==> src/rtl/dps_strap_ctrl_pkg.sv <==
// Shared types and reset values for the DPS strap sequencer.
// Optional feature macro DPS_RESTRAP_EN is consumed by dps_strap_ctrl.
package dps_strap_ctrl_pkg;

    typedef enum logic [1:0] {
        SAMPLE = 2'd0,
        HOLD   = 2'd1,
        RUN    = 2'd2
    } dps_state_e;

    typedef enum logic {
        DpsModeJtag = 1'b0,
        DpsModeSpi  = 1'b1
    } dps_mode_e;

    localparam dps_mode_e  RstModeSpi    = DpsModeJtag;
    localparam logic       RstBootstrap  = 1'b0;
    localparam logic       RstStrapValid = 1'b0;
    localparam logic       RstSysRst     = 1'b1;
    localparam logic [1:0] RstStrapSync  = 2'b00;
    localparam logic       RstSrstN      = 1'b1;
    localparam logic       RstCsb        = 1'b1;

    function automatic int cnt_width(input int max_val);
        return (max_val > 0) ? $clog2(max_val + 1) : 1;
    endfunction

endpackage

==> src/rtl/dps_strap_ctrl_debounce.sv <==
// Pin synchronizer and strap debouncer for the DPS strap sequencer.
// dps_strap_debounce reports stable_o once its synchronized input has held still.
module dps_strap_sync #(
    parameter int               Width    = 1,
    parameter int               Stages   = 2,
    parameter logic [Width-1:0] ResetVal = '0
) (
    input  logic             clk_i,
    input  logic             rst_i,
    input  logic [Width-1:0] d_i,
    output logic [Width-1:0] q_o
);

    logic [Stages-1:0][Width-1:0] r_stage;

    always_ff @(posedge clk_i) begin
        if (rst_i) begin
            r_stage <= {Stages{ResetVal}};
        end else begin
            r_stage <= {r_stage[Stages-2:0], d_i};
        end
    end

    assign q_o = r_stage[Stages-1];

endmodule

module dps_strap_debounce
    import dps_strap_ctrl_pkg::*;
#(
    parameter int               Width          = 2,
    parameter int               SyncStages     = 2,
    parameter int               DebounceCycles = 16,
    parameter logic [Width-1:0] ResetVal       = '0
) (
    input  logic             clk_i,
    input  logic             rst_i,
    input  logic             clr_i,
    input  logic [Width-1:0] d_i,
    output logic [Width-1:0] q_o,
    output logic             stable_o
);

    localparam int              CntW   = cnt_width(DebounceCycles - 1);
    localparam logic [CntW-1:0] CntMax = CntW'(DebounceCycles - 1);

    logic [Width-1:0]      w_q;
    logic                  w_same;
    logic [SyncStages-1:0] r_fill;
    logic [Width-1:0]      r_prev;
    logic                  r_prev_vld;
    logic [CntW-1:0]       r_cnt;

    dps_strap_sync #(
        .Width   (Width),
        .Stages  (SyncStages),
        .ResetVal(ResetVal)
    ) u_sync (
        .clk_i(clk_i),
        .rst_i(rst_i),
        .d_i  (d_i),
        .q_o  (w_q)
    );

    // Reset values still in the chain are not real pin samples.
    always_ff @(posedge clk_i) begin
        if (rst_i) begin
            r_fill <= '0;
        end else begin
            r_fill <= {r_fill[SyncStages-2:0], 1'b1};
        end
    end

    assign w_same = r_prev_vld && (w_q == r_prev);

    always_ff @(posedge clk_i) begin
        if (rst_i) begin
            r_prev     <= ResetVal;
            r_prev_vld <= 1'b0;
            r_cnt      <= '0;
        end else if (clr_i) begin
            r_prev     <= w_q;
            r_prev_vld <= 1'b0;
            r_cnt      <= '0;
        end else begin
            r_prev     <= w_q;
            r_prev_vld <= r_fill[SyncStages-1];
            if (!w_same) begin
                r_cnt <= '0;
            end else if (r_cnt != CntMax) begin
                r_cnt <= r_cnt + 1'b1;
            end
        end
    end

    assign q_o      = w_q;
    assign stable_o = !clr_i && w_same && (r_cnt == CntMax);

endmodule

==> src/rtl/dps_strap_ctrl.sv <==
// DPS debug-port strap sequencer: latches mode/boot straps and gates core reset.
// Define DPS_RESTRAP_EN to allow an idle-SPI mode change while in RUN.
module dps_strap_ctrl
    import dps_strap_ctrl_pkg::*;
#(
    parameter int DebounceCycles = 16,
    parameter int HoldCycles     = 32,
    parameter int SyncStages     = 2
) (
    input  logic clk_i,
    input  logic rst_i,
    input  logic strap_mode_i,
    input  logic strap_boot_i,
    input  logic srst_ni,
    input  logic spi_csb_i,
    output logic mode_spi_o,
    output logic bootstrap_o,
    output logic strap_valid_o,
    output logic sys_rst_o
);

    localparam int               HoldW    = cnt_width(HoldCycles - 1);
    localparam logic [HoldW-1:0] HoldLast = HoldW'(HoldCycles - 1);

    dps_state_e       r_state;
    dps_mode_e        r_mode;
    logic             r_boot;
    logic             r_valid;
    logic             r_sys_rst;
    logic [HoldW-1:0] r_hold_cnt;

    logic [1:0] w_strap;
    logic       w_stable;
    logic       w_srst_n;
    logic       w_clr;
    logic       w_restrap;

    dps_strap_sync #(
        .Width   (1),
        .Stages  (SyncStages),
        .ResetVal(RstSrstN)
    ) u_srst_sync (
        .clk_i(clk_i),
        .rst_i(rst_i),
        .d_i  (srst_ni),
        .q_o  (w_srst_n)
    );

`ifdef DPS_RESTRAP_EN
    logic w_csb;

    dps_strap_sync #(
        .Width   (1),
        .Stages  (SyncStages),
        .ResetVal(RstCsb)
    ) u_csb_sync (
        .clk_i(clk_i),
        .rst_i(rst_i),
        .d_i  (spi_csb_i),
        .q_o  (w_csb)
    );

    // SPI traffic shares the pins, so only an idle bus may count toward a restrap.
    assign w_clr     = !w_srst_n || ((r_state == RUN) && !w_csb);
    assign w_restrap = (r_state == RUN) && w_csb && w_stable &&
                       (w_strap[0] != r_mode);
`else
    logic w_unused_csb;

    assign w_unused_csb = spi_csb_i;
    assign w_clr        = !w_srst_n;
    assign w_restrap    = 1'b0;
`endif

    dps_strap_debounce #(
        .Width         (2),
        .SyncStages    (SyncStages),
        .DebounceCycles(DebounceCycles),
        .ResetVal      (RstStrapSync)
    ) u_strap_db (
        .clk_i   (clk_i),
        .rst_i   (rst_i),
        .clr_i   (w_clr),
        .d_i     ({strap_boot_i, strap_mode_i}),
        .q_o     (w_strap),
        .stable_o(w_stable)
    );

    // Mode/boot keep their value across srst so the pin mux never glitches.
    always_ff @(posedge clk_i) begin
        if (rst_i) begin
            r_state    <= SAMPLE;
            r_mode     <= RstModeSpi;
            r_boot     <= RstBootstrap;
            r_valid    <= RstStrapValid;
            r_sys_rst  <= RstSysRst;
            r_hold_cnt <= '0;
        end else if (!w_srst_n) begin
            r_state    <= SAMPLE;
            r_valid    <= 1'b0;
            r_sys_rst  <= 1'b1;
            r_hold_cnt <= '0;
        end else begin
            unique case (r_state)
                SAMPLE: begin
                    if (w_stable) begin
                        r_mode     <= dps_mode_e'(w_strap[0]);
                        r_boot     <= w_strap[1];
                        r_valid    <= 1'b1;
                        r_hold_cnt <= '0;
                        r_state    <= HOLD;
                    end
                end
                HOLD: begin
                    if (r_hold_cnt == HoldLast) begin
                        r_state   <= RUN;
                        r_sys_rst <= 1'b0;
                    end else begin
                        r_hold_cnt <= r_hold_cnt + 1'b1;
                    end
                end
                RUN: begin
                    if (w_restrap) begin
                        r_mode     <= dps_mode_e'(w_strap[0]);
                        r_boot     <= w_strap[1];
                        r_sys_rst  <= 1'b1;
                        r_hold_cnt <= '0;
                        r_state    <= HOLD;
                    end
                end
                default: begin
                    r_state <= SAMPLE;
                end
            endcase
        end
    end

    assign mode_spi_o    = r_mode;
    assign bootstrap_o   = r_boot;
    assign strap_valid_o = r_valid;
    assign sys_rst_o     = r_sys_rst;

endmodule

==> config.mk <==
export PLATFORM = sky130hd
export DESIGN_NAME = dps_strap_ctrl
export DESIGN_NICKNAME = d
export VERILOG_FILES = /design/src/rtl/dps_strap_ctrl_pkg.sv /design/src/rtl/dps_strap_ctrl_debounce.sv /design/src/rtl/dps_strap_ctrl.sv
export SDC_FILE = /design/constraint.sdc
export NUM_CORES = 1
export LEC_CHECK = 0
export BUFFER_PORTS_ARGS = -buffer_cell sky130_fd_sc_hd__buf_2
export CAP_MARGIN = 25
export CORE_AREA = 4 4 64 66
export DETAILED_ROUTE_END_ITERATION = 10
export DIE_AREA = 0 0 68 70
export PLACE_DENSITY = 0.44
export SETUP_SLACK_MARGIN = 0.1
export SLEW_MARGIN = 10
export SYNTH_ARGS = -nofsm -noshare
export SYNTH_HDL_FRONTEND = slang
export SYNTH_SLANG_ARGS = --single-unit
export TNS_END_PERCENT = 20
==> constraint.sdc <==
create_clock -name clk_i -period 2.5 [get_ports clk_i]
set_clock_uncertainty 0.1 [all_clocks]
set_input_delay 0 -clock clk_i [delete_from_list [all_inputs] [get_ports clk_i]]
set_output_delay 0 -clock clk_i [all_outputs]
set_load 0.01 [all_outputs]
==> metrics.md <==
| Metric | Value |
|---|---|
| Status | completed |
| Starting DRT DRC Count | 50 |
| Remaining Overflow, GRT | 0 |
| Post-synth top area cell | dfxtp_1 |
| CTS tree | built |
| Clk slew on worst S/H paths | approximately 0.15 ns |
| Fill count | around 380 |
| Commonest non-fill, non-tap cell in the layout | dfxtp_1 |
| Critical-path cell list | ha_1, and3_1, ha_1, nand2b_1, or2_2, nor2_1, a22o_1 |
| Tightest Hold Check Type | register to register |
| DP HPWL | approximately 1200 µm |
| Cells taking the most area after synthesis | dfxtp_1, nor2b_1, ha_1 |
| Worst-margin pin slew | about 0.4 ns |
| Critical path startpoint category | register |
| Worst setup EP type | register |
| Commonest cells after routing, fill and taps aside | dfxtp_1, nor2b_1, nand2_1, buf_2, dlygate4sd3_1 |
| Fin crit share | between 70% and 80% |
| Ant. Diodes | 0 |
| Worst Hold End | u_srst_sync.q_o$_SDFF_PP1_ |
| Reg2reg setup slack | ~0.56 ns |
| Initial antenna violation count | 0 |
| Setup violations, final | 0 |
| Largest net degree at the start of global routing | 16 |
| Max_slew headroom | a little over 70% |
| Routed vias | roughly 760 |
| Crit Path Category | register to register |
| Distinct cells, synth | 33 |
| Reg2Reg Capture Point | r_hold_cnt[4]$_SDFFE_PP0P_ |
| Total power draw | ~0.75 mW |
| Vias in the first global route | 700 |
| Data required, critical path | approximately 2.7 ns |
| Setup TNS | 0 ns |
| Synthesized Nets | approximately 110 |
| EDFF count, synth | 0 |
| Synth Flop Type | dfxtp_1 |
| Hold Crit Depth | 1 |
| Peak supply drop | ~0.31 mV |
| R2R Path Start | r_hold_cnt[0]$_SDFFE_PP0P_ |
| Final number of hold-violating endpoints | 0 |
| Total clock sinks | 26 |
| # IOs | 10 |
| Residual DRC | 0 |
| Core Region | around 0.0036 mm² |
| Die area | about 0.0048 mm² |
| Routed wire length per instance | 10.57 µm |
| Nets | between 100 and 150 |
| Biggest cell delay along the critical path | 0.39 ns |
| Async set-or-reset flop fraction in the synthesized netlist | 0% |
| FF+latch count, synth | 26 |
| Clock latency on the worst-skew pair | between 0.3 and 0.4 ns |
| Post-Syn Area | between 0.001 and 0.0015 mm² |
| CTS buffer count | 3 |
| Sequential share of the synthesized area | 50.30% |
| Buf/Inv on CP | 0 |
| Worst r2r path cells | 7 |
| Hold_sp | u_srst_sync.r_stage[0]$_SDFF_PP1_ |
| Unrepaired setup endpoints after global routing | false |
| First-pass GRT wire length | roughly 3100 µm |
| Clock root buffer | clkbuf_4 |
| Final WL | 1765 µm |
| Cell area after layout | 0.001239 mm² |
| Cell Pwr Density | ~600 mW/mm² |
| Top Family by Delay on Critical Path | simple AND/OR/NAND/NOR gates |
| Final Core Density | about a third |
| Clock tree buffer depth | 2 |
| H-tree levels | 1 |
| Count of input and output buffers | 8 |
| Layout cells sized above 1 | between 10% and 20% |
| Post-DP Area | ~0.0011 mm² |
| GPL Wtd Cong | about 0.75 |
| Starting Density | 28.92% |
| Setup ws final | around 0.56 ns |
| Leakage | 0.5052 nW |
| Fin. max-slew vios | 0 |
| Area delta synth->final | 19.71% |
| Ys Warns | 0 |
| DP Cell Count | between 150 and 200 |
| Crit Path Max Fanout | 6 |
| Dpl ws | 0.6142 ns |
| Die W | 68 µm |
| Tmin final | 1.939 ns |
| Hold WS | ~0.33 ns |
| Max Freq | around 0.52 GHz |
| Layout Cells excl Fill | around 170 |
| Top-area cell type share of the netlist area | 50.30% |
| Critical Path Start | r_hold_cnt[0]$_SDFFE_PP0P_ |
| CP most frequent cell | ha_1 |
| Critical Path AT | roughly 2.1 ns |
| GRT Total Usage | between 8 and 9% |
| Antenna viol nets, final | 0 |
| Vias per inst | ~4.5 |
| Max-cap violations | 0 |
| Die Ht | ~70 µm |
| Avg Inst Size Synth | ~10 µm² |
| Synth Instances | 103 |
| Slowest CP cell | dfxtp_1 |
| Row cnt | 22 |
| 1st-pass router iterations | 2 |
## sequential cells by signal, summed over array words and instances, names as in the netlist
name and count:
bootstrap_o 1, mode_spi_o 1, r_hold_cnt 5, r_state 2, strap_valid_o 1, sys_rst_o 1, u_srst_sync.q_o 1, u_srst_sync.r_stage 1
u_strap_db.r_cnt 4, u_strap_db.r_fill 2, u_strap_db.r_prev 2, u_strap_db.r_prev_vld 1, u_strap_db.u_sync.q_o 2, u_strap_db.u_sync.r_stage 2
## cells in the mapped netlist, drive strengths merged, types with 2 or more instances
library cell  count
nand4b            2
nand2b            5
inv               2
nand3             3
mux2              2
clkbuf            2
nor2              6
a21oi             4
ha                3
nor4              2
o2bb2ai           2
nor2b            10
nand2             8
nor3              4
or2               3
a22o              3
a21o              2
xor2              2
dfxtp            26
## final cells by class
type	count	area [µm²]	share of cell area, %
sequential	26	520.5	42.02
multi-input combinational	72	488.0	39.39
clock inverter	1	30.03	2.424
inverter	2	7.507	0.6061
clock buffer	3	22.52	1.818
tap	48	60.06	4.848
timing repair buffer	15	110.1	8.889
## worst max-delay path by stage
| stage | end | slack, ns | depth (start not counted) |
|---|---|---|---|
| global route | r_hold_cnt[4]$_SDFFE_PP0P_ | 0.46 | 7 |
| floorplan | r_hold_cnt[1]$_SDFFE_PP0P_ | 0.74 | 7 |
| finish | r_hold_cnt[4]$_SDFFE_PP0P_ | 0.56 | 7 |
| detailed placement | r_hold_cnt[1]$_SDFFE_PP0P_ | 0.61 | 7 |
| global placement | r_hold_cnt[4]$_SDFFE_PP0P_ | 0.61 | 7 |
| CTS | r_hold_cnt[4]$_SDFFE_PP0P_ | 0.57 | 7 |
## kinds of logic after synthesis
family / count (synthesis) / synth area share (%)
buf+inv: 5 / 2.540
fa+ha+maj: 3 / 3.628
flops: 26 / 50.30
simple gates: 47 / 26.12
compound gates: 16 / 11.00
mux: 3 / 3.870
xor+xnor: 3 / 2.540
## layer usage
metal	track usage (%)	part of all wire [%]
met1	10.66	48
met2	12.63	47
met3	3.376	4.1
met4	1.325	0.62
met5	0	0
## report_power, final
part           total, mW  switching (mW)  internal (mW)
clock network      0.289           0.127          0.162
registers          0.425         0.00278          0.423
logic             0.0321          0.0155         0.0166
## repair_timing
action,in CTS,in global routing
hold buffers,7,0
gates resized for setup,0,0
buffers inserted,0,0
hold endpoints to repair,10,0
Note: power is estimated with default switching activity, not from simulation.
